`config.mk`:
```
export PLATFORM = sky130hd
export DESIGN_NAME = cache_line_ctrl_flat
export DESIGN_NICKNAME = d
export VERILOG_FILES = /design/src/rtl/cache_line_pkg.sv /design/src/rtl/cache_line_ctrl_if.sv /design/src/rtl/cache_line_assembler.sv /design/src/rtl/cache_line_ctrl.sv /design/src/flat_wrapper.sv
export SDC_FILE = /design/constraint.sdc
export NUM_CORES = 1
export LEC_CHECK = 0
export ABC_AREA = 1
export CAP_MARGIN = 25
export CORE_AREA = 2 2 160 162
export CTS_CLUSTER_DIAMETER = 200
export CTS_CLUSTER_SIZE = 12
export DETAILED_ROUTE_END_ITERATION = 7
export DIE_AREA = 0 0 162 164
export PLACE_DENSITY = 0.78
export SKIP_CTS_REPAIR_TIMING = 1
export SYNTH_ARGS = -nofsm -noshare
export SYNTH_HDL_FRONTEND = slang
export SYNTH_SLANG_ARGS = --single-unit
```
`constraint.sdc`:
```
create_clock -name clk -period 1.4 [get_ports clk]
set_input_delay 0.28 -clock clk [delete_from_list [all_inputs] [get_ports clk]]
set_output_delay 0.28 -clock clk [all_outputs]
set_load 0.02 [all_outputs]
```
`src/rtl/cache_line_pkg.sv`:
```
// cache_line_pkg: geometry constants and FSM encoding shared by the line-fill cache controller.
package cache_line_pkg;
  localparam int DATA_W     = 32;
  localparam int SRAM_DW    = 64;
  localparam int SRAM_AW    = 19;
  localparam int LINE_WORDS = 4;
  localparam int CNT_W      = 16;
  localparam int LINE_W     = LINE_WORDS * DATA_W;
  localparam int BEATS      = LINE_W / SRAM_DW;
  localparam int BEAT_W     = BEATS > 1 ? $clog2(BEATS) : 1;
  localparam int WORD_OFF_W = LINE_WORDS > 1 ? $clog2(LINE_WORDS) : 1;
  localparam int LINE_OFF_W = $clog2(LINE_W / 8);
  localparam int WORD_SH    = $clog2(DATA_W / 8);
  localparam int BEAT_SH    = $clog2(SRAM_DW / 8);
  typedef enum logic [1:0] {IDLE, FILL, RESP, WRITE} state_e;
endpackage

```
`src/rtl/cache_line_ctrl_if.sv`:
```
// cache_line_ctrl_if: MEM-stage, SRAM and cache-array signals of the line-fill controller.
interface cache_line_ctrl_if;
  import cache_line_pkg::*;
  logic [31:0]         addr;
  logic [DATA_W-1:0]   wdata;
  logic                mem_r_en;
  logic                mem_w_en;
  logic [DATA_W-1:0]   rdata;
  logic                ready;
  logic [SRAM_AW-1:0]  sram_address;
  logic [DATA_W-1:0]   sram_wdata;
  logic                sram_read;
  logic                sram_write;
  logic [SRAM_DW-1:0]  sram_rdata;
  logic                sram_ready;
  logic                hit;
  logic [DATA_W-1:0]   cache_rdata;
  logic                cache_r_en;
  logic                cache_w_en;
  logic                cache_invalidate;
  logic [LINE_W-1:0]   cache_fill_data;
  logic [CNT_W-1:0]    hit_cnt;
  logic [CNT_W-1:0]    miss_cnt;
  modport master (
    output addr, wdata, mem_r_en, mem_w_en, sram_rdata, sram_ready, hit, cache_rdata,
    input  rdata, ready, sram_address, sram_wdata, sram_read, sram_write,
           cache_r_en, cache_w_en, cache_invalidate, cache_fill_data, hit_cnt, miss_cnt
  );
  modport slave (
    input  addr, wdata, mem_r_en, mem_w_en, sram_rdata, sram_ready, hit, cache_rdata,
    output rdata, ready, sram_address, sram_wdata, sram_read, sram_write,
           cache_r_en, cache_w_en, cache_invalidate, cache_fill_data, hit_cnt, miss_cnt
  );
endinterface

```
`src/rtl/cache_line_assembler.sv`:
```
// cache_line_assembler: collects SRAM beats into a cache line and selects the requested word.
module cache_line_assembler
  import cache_line_pkg::*;
(
  input  logic                  clk,
  input  logic                  rst,
  input  logic                  clr_i,
  input  logic                  we_i,
  input  logic [SRAM_DW-1:0]    beat_i,
  input  logic [WORD_OFF_W-1:0] sel_i,
  output logic [LINE_W-1:0]     line_o,
  output logic [BEAT_W-1:0]     beat_cnt_o,
  output logic                  last_o,
  output logic [DATA_W-1:0]     word_o
);
  logic [BEATS-1:0][SRAM_DW-1:0]     line_q;
  logic [LINE_WORDS-1:0][DATA_W-1:0] words;
  logic [BEAT_W-1:0]                 beat_cnt_q;
  always_ff @(posedge clk or negedge rst)
    if (!rst) begin
      line_q     <= '0;
      beat_cnt_q <= '0;
    end else if (clr_i) begin
      beat_cnt_q <= '0;
    end else if (we_i) begin
      line_q[beat_cnt_q] <= beat_i;
      beat_cnt_q         <= last_o ? '0 : beat_cnt_q + 1'b1;
    end
  assign last_o     = beat_cnt_q == BEAT_W'(BEATS - 1);
  assign beat_cnt_o = beat_cnt_q;
  assign line_o     = line_q;
  assign words      = line_q;
  assign word_o     = words[sel_i];
endmodule

```
`src/rtl/cache_line_ctrl.sv`:
```
// cache_line_ctrl: write-through, no-write-allocate line-fill controller with hit/miss counters.
// Define WRITE_BUF_EN for a one-entry posted write buffer; otherwise stores block in WRITE.
module cache_line_ctrl
  import cache_line_pkg::*;
(
  input  logic             clk,
  input  logic             rst,
  cache_line_ctrl_if.slave bus
);
  state_e             state_q, state_d;
  logic [CNT_W-1:0]   hit_cnt_q, miss_cnt_q;
  logic               fill_start, beat_we, last, hit_inc, miss_inc, wb_block;
  logic               ready, inval, cwen;
  logic [BEAT_W-1:0]  beat_cnt;
  logic [LINE_W-1:0]  line;
  logic [DATA_W-1:0]  word;
  logic [SRAM_AW-1:0] fill_addr;
  logic               unused_ok;
  assign fill_addr = {bus.addr[SRAM_AW-1:LINE_OFF_W], {LINE_OFF_W{1'b0}}} + (SRAM_AW'(beat_cnt) << BEAT_SH);
  assign beat_we   = state_q == FILL && bus.sram_ready;
  assign unused_ok = ^bus.addr[31:SRAM_AW];
  cache_line_assembler u_asm (
    .clk        (clk),
    .rst        (rst),
    .clr_i      (fill_start),
    .we_i       (beat_we),
    .beat_i     (bus.sram_rdata),
    .sel_i      (bus.addr[WORD_SH +: WORD_OFF_W]),
    .line_o     (line),
    .beat_cnt_o (beat_cnt),
    .last_o     (last),
    .word_o     (word)
  );
`ifdef WRITE_BUF_EN
  logic [SRAM_AW-1:0] wb_addr_q;
  logic [DATA_W-1:0]  wb_data_q;
  logic               wb_vld_q;
  always_ff @(posedge clk or negedge rst)
    if (!rst) begin
      wb_vld_q  <= 1'b0;
      wb_addr_q <= '0;
      wb_data_q <= '0;
    end else if (inval) begin
      wb_vld_q  <= 1'b1;
      wb_addr_q <= bus.addr[SRAM_AW-1:0];
      wb_data_q <= bus.wdata;
    end else if (wb_vld_q && bus.sram_ready) begin
      wb_vld_q <= 1'b0;
    end
  assign wb_block         = wb_vld_q;
  assign bus.sram_write   = wb_vld_q;
  assign bus.sram_wdata   = wb_data_q;
  assign bus.sram_address = state_q == FILL ? fill_addr : wb_addr_q;
`else
  assign wb_block         = 1'b0;
  assign bus.sram_write   = state_q == WRITE;
  assign bus.sram_wdata   = bus.wdata;
  assign bus.sram_address = state_q == FILL ? fill_addr : bus.addr[SRAM_AW-1:0];
`endif
  always_ff @(posedge clk or negedge rst)
    if (!rst) state_q <= IDLE;
    else      state_q <= state_d;
  always_comb begin
    state_d    = state_q;
    ready      = 1'b0;
    inval      = 1'b0;
    cwen       = 1'b0;
    fill_start = 1'b0;
    hit_inc    = 1'b0;
    miss_inc   = 1'b0;
    unique case (state_q)
      IDLE:
        if (bus.mem_r_en) begin
          if (bus.hit) begin
            ready   = 1'b1;
            hit_inc = 1'b1;
          end else if (!wb_block) begin
            miss_inc   = 1'b1;
            fill_start = 1'b1;
            state_d    = FILL;
          end
        end else if (bus.mem_w_en) begin
`ifdef WRITE_BUF_EN
          ready = !wb_block;
          inval = !wb_block;
`else
          inval   = 1'b1;
          state_d = WRITE;
`endif
        end else begin
          ready = 1'b1;
        end
      FILL:  if (beat_we && last) state_d = RESP;
      RESP: begin
        cwen    = 1'b1;
        ready   = 1'b1;
        state_d = IDLE;
      end
      WRITE: begin
        ready = bus.sram_ready;
        if (bus.sram_ready) state_d = IDLE;
      end
    endcase
  end
  always_ff @(posedge clk or negedge rst)
    if (!rst) begin
      hit_cnt_q  <= '0;
      miss_cnt_q <= '0;
    end else begin
      if (hit_inc && !(&hit_cnt_q))   hit_cnt_q  <= hit_cnt_q + 1'b1;
      if (miss_inc && !(&miss_cnt_q)) miss_cnt_q <= miss_cnt_q + 1'b1;
    end
  assign bus.ready            = ready;
  assign bus.rdata            = state_q == RESP ? word : bus.cache_rdata;
  assign bus.sram_read        = state_q == FILL;
  assign bus.cache_r_en       = state_q == IDLE && bus.mem_r_en;
  assign bus.cache_w_en       = cwen;
  assign bus.cache_invalidate = inval;
  assign bus.cache_fill_data  = line;
  assign bus.hit_cnt          = hit_cnt_q;
  assign bus.miss_cnt         = miss_cnt_q;
endmodule
```
`src/flat_wrapper.sv`:
```
// flat-port wrapper written by rule: the top's interface ports become plain ports
module cache_line_ctrl_flat import cache_line_pkg::*;
  (clk, rst, bus_addr, bus_wdata, bus_mem_r_en, bus_mem_w_en, bus_sram_rdata, bus_sram_ready, bus_hit, bus_cache_rdata, bus_rdata, bus_ready, bus_sram_address, bus_sram_wdata, bus_sram_read, bus_sram_write, bus_cache_r_en, bus_cache_w_en, bus_cache_invalidate, bus_cache_fill_data, bus_hit_cnt, bus_miss_cnt);
  cache_line_ctrl_if bus_i ();
  input  logic clk;
  input  logic rst;
  input wire logic [$bits(bus_i.addr)-1:0] bus_addr;
  input wire logic [$bits(bus_i.wdata)-1:0] bus_wdata;
  input wire logic [$bits(bus_i.mem_r_en)-1:0] bus_mem_r_en;
  input wire logic [$bits(bus_i.mem_w_en)-1:0] bus_mem_w_en;
  input wire logic [$bits(bus_i.sram_rdata)-1:0] bus_sram_rdata;
  input wire logic [$bits(bus_i.sram_ready)-1:0] bus_sram_ready;
  input wire logic [$bits(bus_i.hit)-1:0] bus_hit;
  input wire logic [$bits(bus_i.cache_rdata)-1:0] bus_cache_rdata;
  output wire logic [$bits(bus_i.rdata)-1:0] bus_rdata;
  output wire logic [$bits(bus_i.ready)-1:0] bus_ready;
  output wire logic [$bits(bus_i.sram_address)-1:0] bus_sram_address;
  output wire logic [$bits(bus_i.sram_wdata)-1:0] bus_sram_wdata;
  output wire logic [$bits(bus_i.sram_read)-1:0] bus_sram_read;
  output wire logic [$bits(bus_i.sram_write)-1:0] bus_sram_write;
  output wire logic [$bits(bus_i.cache_r_en)-1:0] bus_cache_r_en;
  output wire logic [$bits(bus_i.cache_w_en)-1:0] bus_cache_w_en;
  output wire logic [$bits(bus_i.cache_invalidate)-1:0] bus_cache_invalidate;
  output wire logic [$bits(bus_i.cache_fill_data)-1:0] bus_cache_fill_data;
  output wire logic [$bits(bus_i.hit_cnt)-1:0] bus_hit_cnt;
  output wire logic [$bits(bus_i.miss_cnt)-1:0] bus_miss_cnt;
  assign bus_i.addr = bus_addr;
  assign bus_i.wdata = bus_wdata;
  assign bus_i.mem_r_en = bus_mem_r_en;
  assign bus_i.mem_w_en = bus_mem_w_en;
  assign bus_i.sram_rdata = bus_sram_rdata;
  assign bus_i.sram_ready = bus_sram_ready;
  assign bus_i.hit = bus_hit;
  assign bus_i.cache_rdata = bus_cache_rdata;
  assign bus_rdata = bus_i.rdata;
  assign bus_ready = bus_i.ready;
  assign bus_sram_address = bus_i.sram_address;
  assign bus_sram_wdata = bus_i.sram_wdata;
  assign bus_sram_read = bus_i.sram_read;
  assign bus_sram_write = bus_i.sram_write;
  assign bus_cache_r_en = bus_i.cache_r_en;
  assign bus_cache_w_en = bus_i.cache_w_en;
  assign bus_cache_invalidate = bus_i.cache_invalidate;
  assign bus_cache_fill_data = bus_i.cache_fill_data;
  assign bus_hit_cnt = bus_i.hit_cnt;
  assign bus_miss_cnt = bus_i.miss_cnt;
  cache_line_ctrl u_core (.clk(clk), .rst(rst), .bus(bus_i));
endmodule
```
==> run summary <==
Sw Ratio: 42.10%
clk_lat worst skew: 420 ps
final WL: 34.48 mm
Sw Pwr: 0.01357 W
crit path from: u_core.state_q[0]
clock share of power: 13.9%
fraction of layout cells with a size suffix above 1: 35.29%
pre-CTS WS: -780.7 ps
nets: 1,787
Initial DRC Count: 821
Setup TNS: -36,090 ps
Synth-to-Final Area Change: 77.29%
commonest non-fill, non-tap cell in the layout: nand2_1
Setup Skew: 11.73 ps
die area: 0.02657 mm^2
Gate power share: 61.2%
post-route clock period utilization: 144.6%
DR vias: 9,781
total power draw: 0.03223 W
H-tree levels: 4
Final WS setup: -624.9 ps
DIE WIDTH: 162 um
top cells by area, synth: dfrtp_1 (48%), nand2_1 (12%), nor2_1 (9.2%)
grt total ovfl: 0
Routed Antenna Nets: 0
Setup CP Type: flop to primary output
first-pass GRT wire length: 47.70 mm
Core ar.: 0.02482 mm^2
Synthesized Nets: 1,312
final hold violation count: 0
Critical Path RT: 1120 ps
Cells after DPL: 1,887
leading area contributor after synthesis: dfrtp_1
final-report setup violation count: 181
synthesized area per cell: 7.423 um^2
Worst EP arrival: 1740 ps
DRC Markers: 0
area share of the largest cell type after synthesis: 48.03%
worst vdd rail ir drop: 1.198 mV
commonest non-fill, non-tap cells in the layout: nand2_1 (262), buf_4 (183), nor2_1 (176)
outcome: finished with violations
placer congestion estimate: 0.9484
crit path capture type: primary output
r2r startpoint: u_core.bus.miss_cnt[8]
sequential share of power: 24.9%
failing checks: negative setup slack
drt pass-1 iters: 5
Synth Cell Area: 0.008492 mm^2
Tmin final: 2025 ps
unrepaired setup endpoints after global routing: yes
total track usage: 22.56%
worst hold path type: input pin to asynchronous set/reset pin
Ports: 415
sequential area share after synthesis: 48.03%
yosys warns: 0
max_cap viols: 0
Rows: 58
Initial Util: 34.22%
CTS tree: done
Slew HR: 58.25%
synthesized flop and latch total: 163
Slew @ Worst Pin: 619.6 ps
clock sink total: 163
final hold slack: 312.0 ps
Clock transition at path regs: 70 ps
initial antenna violation count: 1
PwrDens: 2140 mW/mm^2
Layout Cells excl Fill: 1,963
Internal: 0.01866 W
Slew Viols, Final: 0
maximum buffer depth of the clock tree: 2
vias in the first global route: 9,475
largest net degree at the start of global routing: 68
HPWL after DPL: 22.84 mm
fmax: 493.8 MHz
Worst setup SP type: flop
vias per inst: 4.983
Gate Count Post-Synth: 1,144
WL/cell: 17.56 um
clock root cell: clkbuf_16
leakage power: 7.419 nW
CTS buffer count: 17
Netlist cell types: 23
Critical Path Fanout Max: 8
I/O Buffers: 307
Chip Height: 164 um
-- Yosys cell counts, drive strengths merged --
library cell and n:
nand4 9, nand3 19, nor3 1, nor2 211, dfrtp 163, buf 90, clkbuf 16, nand2 269
inv 104, nand3b 3, xor2 8, a31oi 32, xnor2 3, a21oi 2, ha 2, a21boi 1
o21ai 211
-- through the flow --
stage / area, um^2 / utilization (%)
2_1_floorplan: 9089 / -
3_3_place_gp: 13680 / 55.11
3_5_place_dp: 13680 / 55.11
4_1_cts: 14230 / 57.33
5_1_grt: 15060 / 60.66
6_report: 15060 / 60.66
-- power by group through the flow --
stage / registers, W / clock network, W / logic (W)
after floorplan: 0.0104 / 0 / 0.00546
after global placement: 0.00794 / 0 / 0.0172
after detailed placement: 0.00800 / 0 / 0.0175
after CTS: 0.00794 / 0.00460 / 0.0176
after global routing: 0.00820 / 0.00480 / 0.0209
final: 0.00803 / 0.00449 / 0.0197
-- path summary, 6_finish.rpt --
path | to | slack, ps | depth (start not counted)
max | bus_rdata[16] | -620 | 6
min | u_core.bus.miss_cnt[3] | 310 | 2
max reg2reg | u_core.bus.miss_cnt[3] | -270 | 9
min reg2reg | u_core.u_asm.line_o[61] | 530 | 2
max in group asynchronous | u_core.u_asm.line_o[70] | 540 | 3
min in group clk | u_core.u_asm.line_o[55] | 420 | 3
-- logic make-up after synthesis --
family	Yosys count	share of synthesized area [%]
AOI/OAI and AO/OA	246	15.00
xor gates and xnor gates	11	1.135
adders and majority gates	2	0.2946
buffers and inverters	210	12.13
DFF	163	48.03
and+or+nand+nor	512	23.41
-- critical path, cell delays in order, from the launching register on --
cell and delay (ps):
dfrtp_1 410, nor2_4 220, buf_6 160, buf_12 150
buf_8 130, a31oi_4 90, buf_6 150
-- sequential cells by signal, summed over array words and instances, names as in the netlist --
| signal | count |
|---|---|
| u_core.bus.hit_cnt | 16 |
| u_core.bus.miss_cnt | 16 |
| u_core.state_q | 2 |
| u_core.u_asm.beat_cnt_o | 1 |
| u_core.u_asm.line_o | 128 |
-- area by class of cell --
cell class	instances	area, um^2
antenna	1	2.502
clock buffer	19	432.9
clock inverter	13	116.4
fill	2118	9763
inverter	104	392.9
multi-input combinational	773	4140
sequential	163	4090
tap	330	412.9
timing repair buffer	560	5468
-- routing by layer --
layer,GRT usage (%),routed length [um]
met2,39.25,16680
met1,27.35,14000
met5,0,0
met3,5.657,2865
met4,7.603,933
No activity file was read; power rests on OpenSTA's default activity.
